## src/rtl/pipe_hazard_ctrl_if.sv

```systemverilog
// Pipeline-to-hazard-controller signal bundle; perf counters appear only with PIPE_HAZARD_PERF_EN.
interface pipe_hazard_ctrl_if #(
    parameter int unsigned REG_W = 5
`ifdef PIPE_HAZARD_PERF_EN
  , parameter int unsigned CNT_W = 32
`endif
);
    logic             IDEX_MemRead_i;
    logic [REG_W-1:0] IDEX_RDaddr_i;
    logic [REG_W-1:0] IFID_RS1addr_i;
    logic [REG_W-1:0] IFID_RS2addr_i;
    logic             Branch_taken_i;
    logic             MemStall_i;
    logic             PCWrite_o;
    logic             IFID_Write_o;
    logic             IFID_Flush_o;
    logic             IDEX_Bubble_o;
    logic             Stall_o;
    logic             Timeout_o;
    logic [1:0]       State_o;
`ifdef PIPE_HAZARD_PERF_EN
    logic [CNT_W-1:0] StallCnt_o;
    logic [CNT_W-1:0] FlushCnt_o;
`endif

    modport master (
        output IDEX_MemRead_i, IDEX_RDaddr_i, IFID_RS1addr_i, IFID_RS2addr_i,
               Branch_taken_i, MemStall_i,
        input  PCWrite_o, IFID_Write_o, IFID_Flush_o, IDEX_Bubble_o, Stall_o,
               Timeout_o, State_o
`ifdef PIPE_HAZARD_PERF_EN
             , StallCnt_o, FlushCnt_o
`endif
    );

    modport slave (
        input  IDEX_MemRead_i, IDEX_RDaddr_i, IFID_RS1addr_i, IFID_RS2addr_i,
               Branch_taken_i, MemStall_i,
        output PCWrite_o, IFID_Write_o, IFID_Flush_o, IDEX_Bubble_o, Stall_o,
               Timeout_o, State_o
`ifdef PIPE_HAZARD_PERF_EN
             , StallCnt_o, FlushCnt_o
`endif
    );
endinterface

```

## src/rtl/pipe_hazard_ctrl.sv

```systemverilog
// 5-stage pipeline hazard controller: load-use, taken branch, memory wait with watchdog.
// Optional perf counters enabled by defining PIPE_HAZARD_PERF_EN.
module pipe_hazard_ctrl #(
    parameter int unsigned MEM_TIMEOUT = 15
) (
    input  logic               clk_i,
    input  logic               rst_i,
    pipe_hazard_ctrl_if.slave  hz
);
    localparam int unsigned WAIT_W = $clog2(MEM_TIMEOUT + 1);

    typedef enum logic [1:0] {
        RUN      = 2'd0,
        MEM_WAIT = 2'd1,
        FAULT    = 2'd2
    } state_t;

    state_t              state, state_nxt;
    logic [WAIT_W-1:0]   wait_cnt, wait_nxt;
    logic                hazard;
    logic                pc_write, ifid_write, ifid_flush, idex_bubble, stall, timeout;

    assign hazard = hz.IDEX_MemRead_i && (hz.IDEX_RDaddr_i != '0) &&
                    ((hz.IDEX_RDaddr_i == hz.IFID_RS1addr_i) ||
                     (hz.IDEX_RDaddr_i == hz.IFID_RS2addr_i));

    // State register and memory-wait watchdog counter
    always_ff @(posedge clk_i or negedge rst_i) begin
        if (!rst_i) begin
            state    <= RUN;
            wait_cnt <= '0;
        end else begin
            state    <= state_nxt;
            wait_cnt <= wait_nxt;
        end
    end

    // Next-state logic
    always_comb begin
        state_nxt = RUN;
        wait_nxt  = wait_cnt;
        case (state)
            RUN: begin
                if (hz.MemStall_i) begin
                    state_nxt = MEM_WAIT;
                    wait_nxt  = WAIT_W'(1);
                end
            end
            MEM_WAIT: begin
                if (hz.MemStall_i) begin
                    if (wait_cnt == WAIT_W'(MEM_TIMEOUT)) begin
                        state_nxt = FAULT;
                    end else begin
                        state_nxt = MEM_WAIT;
                        wait_nxt  = wait_cnt + WAIT_W'(1);
                    end
                end else begin
                    wait_nxt = '0;
                end
            end
            FAULT:   state_nxt = FAULT;
            default: state_nxt = RUN;
        endcase
    end

    // Output logic: combinational so the pipeline reacts in the same cycle
    always_comb begin
        pc_write    = 1'b0;
        ifid_write  = 1'b0;
        ifid_flush  = 1'b0;
        idex_bubble = 1'b0;
        stall       = 1'b0;
        timeout     = 1'b0;
        if (rst_i) begin
            if (state == FAULT) begin
                stall   = 1'b1;
                timeout = 1'b1;
            end else if (hz.MemStall_i) begin
                stall = 1'b1;
            end else if (hazard) begin
                idex_bubble = 1'b1;
            end else if (hz.Branch_taken_i) begin
                pc_write   = 1'b1;
                ifid_write = 1'b1;
                ifid_flush = 1'b1;
            end else begin
                pc_write   = 1'b1;
                ifid_write = 1'b1;
            end
        end
    end

    assign hz.PCWrite_o     = pc_write;
    assign hz.IFID_Write_o  = ifid_write;
    assign hz.IFID_Flush_o  = ifid_flush;
    assign hz.IDEX_Bubble_o = idex_bubble;
    assign hz.Stall_o       = stall;
    assign hz.Timeout_o     = timeout;
    assign hz.State_o       = state;

`ifdef PIPE_HAZARD_PERF_EN
    localparam int unsigned CNT_W = $bits(hz.StallCnt_o);

    logic [CNT_W-1:0] stall_cnt, flush_cnt;
    logic             stall_evt;

    assign stall_evt = !pc_write && ((state == RUN) || (state == MEM_WAIT));

    // Saturating performance counters
    always_ff @(posedge clk_i or negedge rst_i) begin
        if (!rst_i) begin
            stall_cnt <= '0;
            flush_cnt <= '0;
        end else begin
            if (stall_evt && (stall_cnt != '1)) stall_cnt <= stall_cnt + CNT_W'(1);
            if (ifid_flush && (flush_cnt != '1)) flush_cnt <= flush_cnt + CNT_W'(1);
        end
    end

    assign hz.StallCnt_o = stall_cnt;
    assign hz.FlushCnt_o = flush_cnt;
`endif
endmodule

```

## src/flat_wrapper.sv

```systemverilog
// flat-port wrapper written by rule: the top's interface ports become plain ports
module pipe_hazard_ctrl_flat 
#(
    parameter int unsigned MEM_TIMEOUT = 15
)
  (clk_i, rst_i, hz_IDEX_MemRead_i, hz_IDEX_RDaddr_i, hz_IFID_RS1addr_i, hz_IFID_RS2addr_i, hz_Branch_taken_i, hz_MemStall_i, hz_PCWrite_o, hz_IFID_Write_o, hz_IFID_Flush_o, hz_IDEX_Bubble_o, hz_Stall_o, hz_Timeout_o, hz_State_o);
  pipe_hazard_ctrl_if hz_i ();
  input  logic clk_i;
  input  logic rst_i;
  input wire logic [$bits(hz_i.IDEX_MemRead_i)-1:0] hz_IDEX_MemRead_i;
  input wire logic [$bits(hz_i.IDEX_RDaddr_i)-1:0] hz_IDEX_RDaddr_i;
  input wire logic [$bits(hz_i.IFID_RS1addr_i)-1:0] hz_IFID_RS1addr_i;
  input wire logic [$bits(hz_i.IFID_RS2addr_i)-1:0] hz_IFID_RS2addr_i;
  input wire logic [$bits(hz_i.Branch_taken_i)-1:0] hz_Branch_taken_i;
  input wire logic [$bits(hz_i.MemStall_i)-1:0] hz_MemStall_i;
  output wire logic [$bits(hz_i.PCWrite_o)-1:0] hz_PCWrite_o;
  output wire logic [$bits(hz_i.IFID_Write_o)-1:0] hz_IFID_Write_o;
  output wire logic [$bits(hz_i.IFID_Flush_o)-1:0] hz_IFID_Flush_o;
  output wire logic [$bits(hz_i.IDEX_Bubble_o)-1:0] hz_IDEX_Bubble_o;
  output wire logic [$bits(hz_i.Stall_o)-1:0] hz_Stall_o;
  output wire logic [$bits(hz_i.Timeout_o)-1:0] hz_Timeout_o;
  output wire logic [$bits(hz_i.State_o)-1:0] hz_State_o;
  assign hz_i.IDEX_MemRead_i = hz_IDEX_MemRead_i;
  assign hz_i.IDEX_RDaddr_i = hz_IDEX_RDaddr_i;
  assign hz_i.IFID_RS1addr_i = hz_IFID_RS1addr_i;
  assign hz_i.IFID_RS2addr_i = hz_IFID_RS2addr_i;
  assign hz_i.Branch_taken_i = hz_Branch_taken_i;
  assign hz_i.MemStall_i = hz_MemStall_i;
  assign hz_PCWrite_o = hz_i.PCWrite_o;
  assign hz_IFID_Write_o = hz_i.IFID_Write_o;
  assign hz_IFID_Flush_o = hz_i.IFID_Flush_o;
  assign hz_IDEX_Bubble_o = hz_i.IDEX_Bubble_o;
  assign hz_Stall_o = hz_i.Stall_o;
  assign hz_Timeout_o = hz_i.Timeout_o;
  assign hz_State_o = hz_i.State_o;
  pipe_hazard_ctrl #(.MEM_TIMEOUT(MEM_TIMEOUT)) u_core (.clk_i(clk_i), .rst_i(rst_i), .hz(hz_i));
endmodule
```

## config.mk

```make
export PLATFORM = sky130hd
export DESIGN_NAME = pipe_hazard_ctrl_flat
export DESIGN_NICKNAME = d
export VERILOG_FILES = /design/src/rtl/pipe_hazard_ctrl_if.sv /design/src/rtl/pipe_hazard_ctrl.sv /design/src/flat_wrapper.sv
export SDC_FILE = /design/constraint.sdc
export NUM_CORES = 1
export LEC_CHECK = 0
export CAP_MARGIN = 10
export CORE_AREA = 2 2 39 41
export CTS_CLUSTER_DIAMETER = 80
export DETAILED_ROUTE_END_ITERATION = 10
export DIE_AREA = 0 0 41 43
export PLACE_DENSITY = 0.89
export SYNTH_ARGS = -nofsm -noshare
export SYNTH_HDL_FRONTEND = slang
export SYNTH_SLANG_ARGS = --single-unit
```

## constraint.sdc

```tcl
create_clock -name clk_i -period 3.05 [get_ports clk_i]
set_clock_uncertainty 0.2 [all_clocks]
set_input_delay 0.4575 -clock clk_i [delete_from_list [all_inputs] [get_ports clk_i]]
set_output_delay 0.4575 -clock clk_i [all_outputs]
set_load 0.005 [all_outputs]
```

==> qor.txt, run 1 <==
======================================================================================================
Outcome                                                                                   finished, final reports clean
Cell with the biggest individual delay on the critical path                                      or4_1
Iteration-0 DRC Markers                                                                             19
Post-synthesis to final-layout area growth                                                       69.0%
Sum Neg Setup Slack                                                                               0 ns
Die span in y                                                                                    43 µm
Critical-path maximum fanout                                                                         3
Sequential cell area                                                                           150 µm²
Wirelength, routed                                                                             1340 µm
Worst-case reg-to-reg path depth                                                                     5
Timing-limited maximum frequency                                                               337 MHz
Fill cell count                                                                                    129
Die Area                                                                                   0.00176 mm²
Clock Tree Buf Depth                                                                                 2
Number of distinct library cells after synthesis                                                    20
Number of nets in the layout                                                                       115
Post-DR vias/cell                                                                                 5.20
Total vias in the final route                                                                      562
Leakage power                                                                                 0.324 nW
Final max-slew violation count                                                                       0
Antenna violations before repair                                                                     0
Slew of the pin with the lowest slew margin                                                   0.455 ns
Post-DR wirelength/cell                                                                        12.4 µm
Multi-input logic area                                                                         317 µm²
Antenna cells                                                                                        0
Final HPWL from detailed placement                                                             1130 µm
Proportion of layout cells with a drive suffix above 1                                           8.70%
Clock network latency to the later pin of the worst-skew pair                                  0.24 ns
Critical setup path kind                                                                     in -> out
FP Rows                                                                                             14
I/O pin cnt                                                                                         28
Buffer type at the clock tree root                                                            clkbuf_4
Worst VDD drop                                                                                0.193 mV
Total power divided by cell area                                                            258 mW/mm²
Pin count of the biggest net entering global routing                                                11
Cell area after layout                                                                         825 µm²
Number of nets with antenna violations after routing                                                 0
Count of input and output buffers                                                                   27
Number of global-route vias before repair                                                          501
DRC violation count after routing                                                                    0
Synth Register Bits                                                                                  6
Final clock period utilization by the worst path                                                 97.4%
Clock transition at the register clock pins on the worst setup and hold paths after CTS        0.05 ns
RePlAce Congestion                                                                               0.747
Total of warnings raised by yosys                                                                    0
Critical path launch point type                                                             input port
CTS tree                                                                                         built
Count of maximum capacitance violations                                                              0
Chip Width                                                                                       41 µm
H-tree level count                                                                                   1
Clock sink count                                                                                     6
Area of the core                                                                           0.00138 mm²
Post-CTS setup-driven buffer insertion count                                                         0
Most common cell after layout, fill and taps aside                                        clkdlybuf4s50_1
Final count of negative-setup-slack endpoints                                                        0
Number of CTS-inserted buffers                                                                       3
Net count after synthesis                                                                           81
Shortest period the worst path allows                                                          2.97 ns
Nature of the critical path endpoint                                                        output pin
RR Startpoint                                                                             u_core.wait_cnt[0]
Delay of the slowest cell on the worst path                                                    0.53 ns
Cell count after synthesis                                                                          60
Global-route wire length before repair                                                         1900 µm
Signal arrival time at the worst endpoint                                                      2.31 ns
Post-placement setup slack                                                                   0.0835 ns
Endpoint of the lowest-slack register-to-register path                                    u_core.wait_cnt[3]
Commonest non-fill, non-tap cells in the layout                                           clkdlybuf4s50_1 (27), xnor2_1 (10), nand2_1 (8)
Setup WS post-layout                                                                         0.0804 ns
Proportion of synthesized chip area in sequential cells                                          30.8%
Initial Util                                                                                     35.3%
Setup repair after global routing missed its margin                                                 no
Cell area after technology mapping                                                             488 µm²
Critical-path cell list                                                                   clkdlybuf4s50_1 > or4_1 > o21a_1 > a21oi_1 > clkdlybuf4s50_1
Instance area after placement                                                                  796 µm²
Headroom to the max-slew limit                                                                   69.5%
Path category of the worst min-delay check                                                 in -> async
Average cell area after synthesis                                                             8.13 µm²
Tot GR Track Use                                                                                 16.2%
Crit-path most repeated cell                                                              clkdlybuf4s50_1
Total count of hold-check failures in the final report                                               0
Worst path required time                                                                       2.39 ns
Final Hold Slack                                                                              0.292 ns
Overflow after GRT                                                                                   0
Number of detailed-routing iterations run before antenna repair                                      4
Worst reg2reg setup slack                                                                      1.39 ns
======================================================================================================
## area by class of cell
class                           count  share of cell area (%)
Clock buffer                        3                    2.73
Timing Repair Buffer               31                    36.4
Tap cell                           16                    2.43
Inverter                            4                    1.82
Sequential cell                     6                    18.2
Multi-Input combinational cell     48                    38.4
## layer usage
layer / global-route usage, % / wire, µm / vias to the layer above
met4: 8.00 / 0 / 0
li1: - / - / 277
met1: 15.5 / 493 / 252
met5: 0 / 0 / -
met3: 4.71 / 193 / 0
met2: 28.7 / 652 / 33
## cells by family after synthesis
family	count (synthesis)	synth area share, %
AND/OR/NAND/NOR	21	21.8
AO/OA/AOI/OAI	14	17.2
XOR/XNOR	10	17.9
buffers and inverters	6	5.64
flip-flops	6	30.8
multiplexers	2	4.10
adder cells (fa/ha/maj)	1	2.56
## cells in the mapped netlist
cell type  number  area share, %
buf_4           1            1.5
and3b_1         1            1.8
o21a_1          1            1.5
nand3_1         7            7.2
o21ai_0         3            3.1
or3_1           1            1.3
nor2b_1         2            2.6
o22ai_1         2            2.6
xnor2_1        10             18
and3_1          1            1.3
dfrtp_1         6             31
mux2i_1         2            4.1
o211ai_1        2            3.1
nand2_1         8            6.2
or4_1           1            1.5
ha_1            1            2.6
inv_1           4            3.1
a21oi_1         5            5.1
buf_2           1            1.0
o2111ai_1       1            1.8
## worst max-delay path: cells and delay by family
kind	cells	cell delay [ns]
AOI/OAI and AO/OA	2	0.38
and+or+nand+nor	1	0.53
buffers and inverters	2	0.95
## metrics by stage
| step | utilization [%] | total power [W] | std cells |
|---|---|---|---|
| final | 59.6 | 0.000213 | 108 |
| after global routing | 59.6 | 0.000225 | 108 |
| after CTS | 59.1 | 0.000216 | 108 |
| after detailed placement | 57.5 | 0.000139 | 105 |
| after global placement | 57.5 | 0.000137 | 105 |
| after floorplan | - | 0.0000997 | 60 |
## what timing repair did
action                     in CTS  in global routing
setup endpoints to repair       0                  1
gates resized for setup         0                  1
hold endpoints to repair        0                  0
hold buffers                    0                  0
## worst max-delay path by stage
| stage | startpoint | to | slack, ns |
|---|---|---|---|
| 2_1_floorplan | hz_IDEX_RDaddr_i[1] | hz_PCWrite_o | 0.91 |
| 3_3_place_gp | hz_IDEX_RDaddr_i[2] | hz_IFID_Write_o | 0.13 |
| 3_5_place_dp | hz_IDEX_RDaddr_i[2] | hz_IDEX_Bubble_o | 0.08 |
| 4_1_cts | hz_IDEX_RDaddr_i[2] | hz_IDEX_Bubble_o | 0.07 |
| 5_1_grt | hz_IDEX_RDaddr_i[1] | hz_IFID_Write_o | 0.007 |
| 6_report | hz_IDEX_RDaddr_i[1] | hz_IFID_Write_o | 0.08 |
## power by group
part,internal (W),switching (W)
registers,0.0000799,0
logic,0.0000388,0.0000204
clock network,0.0000445,0.0000291
## state kept, by name (all words and copies together) (netlist names)
name	cells
u_core.wait_cnt	4
u_core.hz.State_o	2
No activity file was read; power rests on OpenSTA's default activity.
==> run 2: changes to the inputs <==
--- a/config.mk
+++ b/config.mk
@@ -6,11 +6,11 @@
 export NUM_CORES = 1
 export LEC_CHECK = 0
 export CAP_MARGIN = 10
-export CORE_AREA = 2 2 39 41
+export CORE_AREA = 2 2 41 43
 export CTS_CLUSTER_DIAMETER = 80
 export DETAILED_ROUTE_END_ITERATION = 10
-export DIE_AREA = 0 0 41 43
-export PLACE_DENSITY = 0.89
+export DIE_AREA = 0 0 43 45
+export PLACE_DENSITY = 0.82
 export SYNTH_ARGS = -nofsm -noshare
 export SYNTH_HDL_FRONTEND = slang
 export SYNTH_SLANG_ARGS = --single-unit
==> qor.txt, run 2 (synthesis results as in run 1) <==
======================================================================================================
Clock transition at the register clock pins on the worst setup and hold paths after CTS        0.04 ns
Number of CTS-inserted buffers                                                                       3
CTS tree                                                                                         built
Final max-slew violation count                                                                       0
Leakage power                                                                                 0.328 nW
Setup repair after global routing missed its margin                                                 no
DRC violation count after routing                                                                    0
Nature of the critical path endpoint                                                        output pin
Overall power consumption                                                                   0.000208 W
Antenna cells                                                                                        0
Total count of hold-check failures in the final report                                               0
Initial Util                                                                                     33.2%
Global-route wire length before repair                                                         2250 µm
Count of maximum capacitance violations                                                              0
Outcome                                                                                   finished, final reports clean
Die Area                                                                                   0.00194 mm²
Headroom to the max-slew limit                                                                   67.9%
Area of the core                                                                           0.00147 mm²
Critical path launch point type                                                             input port
Critical-path maximum fanout                                                                         3
Shortest period the worst path allows                                                          2.92 ns
Proportion of layout cells with a drive suffix above 1                                           9.68%
Tot GR Track Use                                                                                 15.4%
Fill cell count                                                                                    128
Most common cell after layout, fill and taps aside                                        clkdlybuf4s50_1
Worst VDD drop                                                                                0.177 mV
Die span in y                                                                                    45 µm
Count of input and output buffers                                                                   27
Post-DR vias/cell                                                                                 5.20
Chip Width                                                                                       43 µm
Path category of the worst min-delay check                                                 in -> async
Timing-limited maximum frequency                                                               343 MHz
Iteration-0 DRC Markers                                                                             12
Flip-flop count of the largest register, all copies and words added                                  4
Slew of the pin with the lowest slew margin                                                   0.480 ns
Number of hold buffers added after cts                                                               0
Number of nets with antenna violations after routing                                                 0
Final clock period utilization by the worst path                                                 95.6%
Total power divided by cell area                                                            251 mW/mm²
Final count of negative-setup-slack endpoints                                                        0
Commonest non-fill, non-tap cells in the layout                                           clkdlybuf4s50_1 (27), xnor2_1 (10), nand2_1 (8)
H-tree level count                                                                                   1
Critical setup path kind                                                                     in -> out
Post-synthesis to final-layout area growth                                                       70.0%
Worst-case reg-to-reg path depth                                                                     5
Total vias in the final route                                                                      567
Final HPWL from detailed placement                                                             1120 µm
Sum Neg Setup Slack                                                                               0 ns
RePlAce Congestion                                                                               0.897
Wirelength, routed                                                                             1340 µm
Worst path required time                                                                       2.39 ns
Post-DR wirelength/cell                                                                        12.3 µm
Clock network latency to the later pin of the worst-skew pair                                  0.24 ns
FP Rows                                                                                             14
Number of detailed-routing iterations run before antenna repair                                      4
Signal arrival time at the worst endpoint                                                      2.26 ns
Pin count of the biggest net entering global routing                                                 9
I/O pin cnt                                                                                         28
Clock sink count                                                                                     6
Antenna violations before repair                                                                     0
Clock Tree Buf Depth                                                                                 2
Number of nets in the layout                                                                       116
Register bank with the most flops                                                         u_core.wait_cnt
Number of global-route vias before repair                                                          586
Buffer type at the clock tree root                                                            clkbuf_4
Overflow after GRT                                                                                   0
======================================================================================================
-- run 2: final cells by class --
type,count,area (µm²),share of cell area [%]
clock buffer,3,22.5,2.71
sequential,6,150,18.1
multi-input combinational,48,314,37.9
inverter,4,15.0,1.81
tap,16,20.0,2.41
timing repair buffer,32,308,37.1
-- run 2: final timing paths --
check / startpoint / to / slack, ns
max: hz_IDEX_RDaddr_i[1] / hz_IFID_Write_o / 0.13
min: rst_i / u_core.hz.State_o[1] / 0.23
max reg2reg: u_core.wait_cnt[0] / u_core.wait_cnt[0] / 1.36
min reg2reg: u_core.wait_cnt[0] / u_core.wait_cnt[0] / 0.32
max in group asynchronous: rst_i / u_core.wait_cnt[3] / 2.09
min in group clk_i: u_core.wait_cnt[0] / u_core.wait_cnt[0] / 0.32
-- run 2: power breakdown --
group	internal, W	switching [W]
Combinational	0.0000391	0.0000187
Clock	0.0000443	0.0000260
Sequential	0.0000799	0
-- run 2: timing repair --
action | 4_1_cts | 5_1_grt
gates resized for setup | 0 | 1
endpoints found under the setup margin | 0 | 2
setup buffers | 0 | 0
-- run 2: routing by layer --
layer | vias up | global-route usage [%] | routed length (µm)
met4 | 0 | 9.70 | 0
met3 | 0 | 4.40 | 146
met5 | - | 0 | 0
met2 | 34 | 26.7 | 625
li1 | 279 | - | -
met1 | 254 | 16.7 | 567
-- run 2: critical path: stages --
cell and delay [ns]:
clkdlybuf4s50_1 0.41, or4_1 0.52, o21a_1 0.21, a21oi_2 0.14, clkdlybuf4s50_1 0.52
-- run 2: per-stage QoR --
step / util [%] / std cells / cell area, µm² / hold slack (ns) / setup WS [ns]
global route: 56.4 / 109 / 830 / 0.236 / 0.0339
CTS: 56.1 / 109 / 826 / 0.224 / 0.0669
detailed placement: 54.6 / 106 / 803 / 0.309 / 0.0706
global placement: 54.6 / 106 / 803 / 0.299 / 0.133
finish: 56.4 / 109 / 830 / 0.230 / 0.134
floorplan: - / 60 / 488 / -0.0381 / 0.911
==> run 3: changes to the inputs <==
--- a/config.mk
+++ b/config.mk
@@ -5,7 +5,6 @@
 export SDC_FILE = /design/constraint.sdc
 export NUM_CORES = 1
 export LEC_CHECK = 0
-export CAP_MARGIN = 10
 export CORE_AREA = 2 2 41 43
 export CTS_CLUSTER_DIAMETER = 80
 export DETAILED_ROUTE_END_ITERATION = 10
==> results of run 3 <==
The final DEF is identical to that of run 2; final timing and power are the same.
